$ cat src/rtl/alu_sched_pkg.sv
// Shared definitions for the two-requester ALU scheduler: function codes and FSM states.
package alu_sched_pkg;

    localparam logic [2:0] ALU_ADD = 3'b000;
    localparam logic [2:0] ALU_SUB = 3'b001;
    localparam logic [2:0] ALU_NOT = 3'b010;
    localparam logic [2:0] ALU_AND = 3'b011;
    localparam logic [2:0] ALU_OR  = 3'b100;
    localparam logic [2:0] ALU_XOR = 3'b101;
    localparam logic [2:0] ALU_LT  = 3'b110;
    localparam logic [2:0] ALU_EQ  = 3'b111;

    typedef enum logic [1:0] {
        ST_IDLE = 2'd0,
        ST_EXEC = 2'd1,
        ST_RESP = 2'd2
    } state_t;

endpackage

$ cat src/rtl/alu_sched_alu4.sv
// 4-bit combinational ALU shared by both requesters.
module alu4
    import alu_sched_pkg::*;
(
    input  logic [3:0] a,
    input  logic [3:0] b,
    input  logic [2:0] func,
    output logic [3:0] out,
    output logic       cout,
    output logic       overflow
);

    logic       is_sub;
    logic [3:0] b_op;
    logic [4:0] sum;
    logic       ovf;

    // Less-than reuses the subtractor: sign of (a - b) corrected by overflow.
    assign is_sub = (func == ALU_SUB) || (func == ALU_LT);
    assign b_op   = is_sub ? ~b : b;
    assign sum    = {1'b0, a} + {1'b0, b_op} + {4'b0000, is_sub};
    assign ovf    = (a[3] == b_op[3]) && (sum[3] != a[3]);

    always_comb begin
        out      = 4'b0000;
        cout     = 1'b0;
        overflow = 1'b0;
        case (func)
            ALU_ADD, ALU_SUB: begin
                out      = sum[3:0];
                cout     = sum[4];
                overflow = ovf;
            end
            ALU_NOT: out = ~a;
            ALU_AND: out = a & b;
            ALU_OR:  out = a | b;
            ALU_XOR: out = a ^ b;
            ALU_LT:  out = {4{sum[3] ^ ovf}};
            ALU_EQ:  out = {4{a == b}};
            default: out = 4'b0000;
        endcase
    end

endmodule

$ cat src/rtl/alu_sched.sv
// Round-robin arbiter between two requesters feeding one registered ALU, with a
// held response slot and a completed-operation counter.
module alu_sched
    import alu_sched_pkg::*;
#(
    parameter int CNT_W = 8
) (
    input  logic             clk,
    input  logic             rst_n,
    input  logic             req0_valid,
    output logic             req0_ready,
    input  logic [3:0]       req0_a,
    input  logic [3:0]       req0_b,
    input  logic [2:0]       req0_func,
    input  logic             req1_valid,
    output logic             req1_ready,
    input  logic [3:0]       req1_a,
    input  logic [3:0]       req1_b,
    input  logic [2:0]       req1_func,
    output logic             rsp_valid,
    input  logic             rsp_ready,
    output logic             rsp_id,
    output logic [3:0]       rsp_out,
    output logic             rsp_cout,
    output logic             rsp_overflow,
    output logic             busy,
    output logic [CNT_W-1:0] op_count
);

    state_t     state;
    logic       rr_last;
    logic [3:0] op_a;
    logic [3:0] op_b;
    logic [2:0] op_func;
    logic       op_id;
    logic [3:0] alu_out;
    logic       alu_cout;
    logic       alu_ovf;
    logic       grant0;
    logic       grant1;

    // On a tie the requester that did not win last time gets the slot.
    assign grant0 = rst_n && (state == ST_IDLE) && req0_valid && (!req1_valid || rr_last);
    assign grant1 = rst_n && (state == ST_IDLE) && req1_valid && (!req0_valid || !rr_last);

    assign req0_ready = grant0;
    assign req1_ready = grant1;

    alu4 u_alu (
        .a        (op_a),
        .b        (op_b),
        .func     (op_func),
        .out      (alu_out),
        .cout     (alu_cout),
        .overflow (alu_ovf)
    );

    always_ff @(posedge clk) begin
        if (!rst_n) begin
            state        <= ST_IDLE;
            rr_last      <= 1'b1;
            op_a         <= '0;
            op_b         <= '0;
            op_func      <= '0;
            op_id        <= 1'b0;
            rsp_valid    <= 1'b0;
            rsp_id       <= 1'b0;
            rsp_out      <= '0;
            rsp_cout     <= 1'b0;
            rsp_overflow <= 1'b0;
            busy         <= 1'b0;
            op_count     <= '0;
        end else begin
            case (state)
                ST_IDLE: begin
                    if (grant0 || grant1) begin
                        op_a    <= grant1 ? req1_a    : req0_a;
                        op_b    <= grant1 ? req1_b    : req0_b;
                        op_func <= grant1 ? req1_func : req0_func;
                        op_id   <= grant1;
                        rr_last <= grant1;
                        busy    <= 1'b1;
                        state   <= ST_EXEC;
                    end
                end
                ST_EXEC: begin
                    rsp_out      <= alu_out;
                    rsp_cout     <= alu_cout;
                    rsp_overflow <= alu_ovf;
                    rsp_id       <= op_id;
                    rsp_valid    <= 1'b1;
                    state        <= ST_RESP;
                end
                ST_RESP: begin
                    if (rsp_ready) begin
                        rsp_valid <= 1'b0;
                        busy      <= 1'b0;
                        op_count  <= op_count + CNT_W'(1);
                        state     <= ST_IDLE;
                    end
                end
                default: state <= ST_IDLE;
            endcase
        end
    end

endmodule

$ cat config.mk
export PLATFORM = sky130hd
export DESIGN_NAME = alu_sched
export DESIGN_NICKNAME = d
export VERILOG_FILES = /design/src/rtl/alu_sched_pkg.sv /design/src/rtl/alu_sched_alu4.sv /design/src/rtl/alu_sched.sv
export SDC_FILE = /design/constraint.sdc
export NUM_CORES = 1
export LEC_CHECK = 0
export CAP_MARGIN = 40
export CORE_ASPECT_RATIO = 0.5
export CORE_UTILIZATION = 29
export CTS_BUF_LIST = sky130_fd_sc_hd__clkbuf_4
export CTS_CLUSTER_DIAMETER = 50
export CTS_CLUSTER_SIZE = 16
export DETAILED_ROUTE_END_ITERATION = 10
export HOLD_SLACK_MARGIN = 0.12
export MAX_ROUTING_LAYER = met4
export PLACE_DENSITY = 0.47
export SYNTH_ARGS = -nofsm -noshare
export SYNTH_HDL_FRONTEND = slang
export SYNTH_HIERARCHICAL = 1
export SYNTH_SLANG_ARGS = --single-unit
$ cat constraint.sdc
create_clock -name clk -period 2.75 [get_ports clk]
set_clock_uncertainty 0.2 [all_clocks]
set_input_delay 0.825 -clock clk [delete_from_list [all_inputs] [get_ports clk]]
set_output_delay 0.825 -clock clk [all_outputs]
set_load 0.05 [all_outputs]
==> metrics.cfg <==
[outcome]
outcome = complete, but fails checks
violations = setup timing

[detailed_routing]
viasPerCell = 5.068
drt-wirelength-per-cell_um = 14.39
drt_wl_total_um = 5713
drtIter0Drc = 176
drc_errors = 0
antenna_left = 0
dr.pass1.iters = 4
num_vias = 2012

[clock_network]
clk_pin_slew_ns = 0.10
cts_root_buffer = clkbuf_4
ctsLongestPathBuffers = 2
hold_buffers = 0
cts_made_buffers = 5
htree_num_levels = 2
cts_sinks = 32
cts_tree = built
clk_latency_ns = 0.34

[yosys]
syn-num-nets = 289
synth_top_area_cell = dfxtp_1
ys_seq_area_share_pct = 30.88
syn_area_um2 = 2074
synth_edf_count = 0
synthTopCellsByCount = 32 x dfxtp_1, 19 x nor3_1, 17 x inv_1, 15 x nor2_1, 14 x nand2_1
synth.top_cell.area_share_pct = 30.88
yosysWarnings = 6
ys_async_sr_fraction_pct = 0
synth_seq_cells = 32
avgSynthCellArea_um2 = 8.365
synth_cell_type_count = 50
syn_inst = 248
synth.most_common_cell = dfxtp_1
synth_area_leaders = dfxtp_1 31%, ha_1 7.8%, mux2i_1 4.8%
yosys_most_used_dff = dfxtp_1

[placed_design]
place.gp.congestion = 0.8132
portBuffers = 45
detailed_place_hpwl_um = 4175
placed_cell_area_um2 = 2711
dpl.cell_count = 385

[critical_path]
rrSetupSlack_ns = 0.17
regToRegStartpoint = op_func[0]$_SDFFE_PN0P_
worstPathMaxFanout = 2
r2r_end = rsp_out[2]$_SDFFE_PN0P_
critPathCaptureType = primary output
worstSetupPathType = in -> out
cp.required_ns = 1.73
reg2regPathDepth = 10
worstPathArrival_ns = 1.74
startpoint_type = primary input

[final_layout]
stdcell_count = 397
finalInstanceArea_um2 = 2808
n_antenna_cell = 0
drive_gt1_share_pct = 14.75
nets = 346
syn2layout_area_growth_pct = 35.34

[sta]
tns_ns = -0.01135
setup_slack_ns = -0.01135
whs_ns = 0.2863
maxSlewHeadroom_pct = 64.16
final.period_utilization_pct = 100.4
fin_crit_ns = 2.761
slew_violations = 0
worst_pin_slew_ns = 0.5360
fmax_mhz = 362.1
rsz0062_at_grt = true
hold_viol = 0
final-setup-viol-count = 1

[hold_path]
min_path_type = reg -> reg
min-delay-start = op_id$_SDFFE_PN0P_
hold_depth = 2
min_to = op_id$_SDFFE_PN0P_

[floorplan]
start_util_pct = 30.48
rows = 21
die_h_um = 61.81
die_w_um = 121.6
die_area_um2 = 7516
core_um2 = 6805
ios = 46

[pwr]
p_clk_share_pct = 20.3
leakage_nw = 1.066
pwr-share-seq_pct = 42.1
pwr-share-comb_pct = 37.6
power_switching_uw = 477.9
p_sw_share_pct = 37.20
vdd_drop_max_v = 0.0001769
finalPower_mw = 1.285
power_density_nw_per_um2 = 457.6
p_int_uw = 807.0

[global_routing]
antenna_found_initial = 0
overflow = 0
first_global_vias = 1878
grt_max_degree = 29
grt.total_usage_pct = 16.67
grt_pass1_wl_um = 9177

[run]
maxCapViolations = 0

==> state kept, by name (all words and copies together) (netlist names) <==
signal,cells
rr_last,1
op_b,4
rsp_id,1
op_func,3
rsp_overflow,1
busy,1
rsp_out,4
op_id,1
op_count,8
op_a,4
state,2
rsp_cout,1
rsp_valid,1
==> timing repair <==
item | in CTS | in global routing
pin swaps | 2 | 2
setup buffers | 2 | 3
setup endpoints to repair | 2 | 6
cloned | 0 | 0
gates resized for setup | 9 | 4
==> cell usage in the layout, fill, tap and decap left out, types with 2 or more instances in the layout <==
cell,Yosys,routed
o21ai_0,5,5
or2_2,2,2
a21oi_1,12,12
a311oi_1,11,11
clkinv_1,0,2
nor3_1,19,19
or4_1,2,2
mux2i_1,10,10
buf_12,0,2
xnor2_1,4,4
a22oi_1,2,2
clkbuf_4,0,5
nor2_1,15,14
nor2b_1,4,4
nor3b_2,1,2
dfxtp_1,32,32
or3_1,3,3
o31ai_1,13,13
nand2b_1,4,4
nand3_1,5,5
xor2_1,2,2
nand4b_1,2,2
buf_4,0,23
clkdlybuf4s50_1,0,40
ha_1,13,13
a31oi_1,2,2
clkdlybuf4s15_1,0,2
a21o_1,2,2
nand4_1,12,12
nand2_1,14,14
inv_1,17,16
==> power by group through the flow <==
stage | combinational, mW | sequential (mW) | clock, mW
floorplan | 0.267 | 0.591 | 0
global placement | 0.469 | 0.552 | 0
detailed placement | 0.473 | 0.552 | 0
CTS | 0.480 | 0.542 | 0.265
global route | 0.530 | 0.549 | 0.297
finish | 0.483 | 0.541 | 0.261
==> how the worst max path moves through the flow <==
stage               startpoint          to  slack (ns)  cells past startpoint
detailed placement       rst_n  req1_ready       -0.46                      5
global placement         rst_n  req1_ready       -0.45                      5
floorplan                rst_n  req1_ready       -0.08                      5
finish                   rst_n  req1_ready       -0.01                      5
global route             rst_n  req1_ready       -0.03                      5
CTS                      rst_n  req1_ready       -0.03                      5
==> cell type report <==
| cell class | instances | area, um2 |
|---|---|---|
| multi-input cells | 180 | 1291 |
| well taps | 92 | 115.1 |
| fillers | 722 | 3998 |
| clock buffers | 5 | 37.54 |
| inverters | 18 | 71.32 |
| flip-flops and latches | 32 | 640.6 |
| repair buffers | 68 | 644.4 |
| clock inverters | 2 | 7.507 |
==> routing by layer <==
layer	up-vias	GRT usage [%]	part of all wire, %
met5	-	-	0
met4	0	3.704	0.74
met3	5	4.836	4.8
met2	36	27.44	48
met1	940	20.53	47
li1	1031	-	-
==> metrics by stage <==
step / worst slack (ns) / util [%]
floorplan: -0.08128 / -
global placement: -0.4522 / 39.84
detailed placement: -0.4629 / 39.84
CTS: -0.03157 / 40.78
global route: -0.02781 / 41.26
finish: -0.01135 / 41.26
==> worst max-delay path: stages <==
cell and delay (ns):
buf_6 0.07, or3b_4 0.37, or2_4 0.25, clkinvlp_4 0.09
buf_12 0.13
==> logic make-up after synthesis <==
| group | count (synthesis) | synth area share (%) |
|---|---|---|
| AOI/OAI and AO/OA | 57 | 20.99 |
| xor gates and xnor gates | 6 | 2.533 |
| adders and majority gates | 14 | 8.806 |
| muxes | 10 | 4.825 |
| and+or+nand+nor | 93 | 24.49 |
| buffers and inverters | 36 | 7.479 |
| DFF | 32 | 30.88 |
No activity file was read; power rests on OpenSTA's default activity.
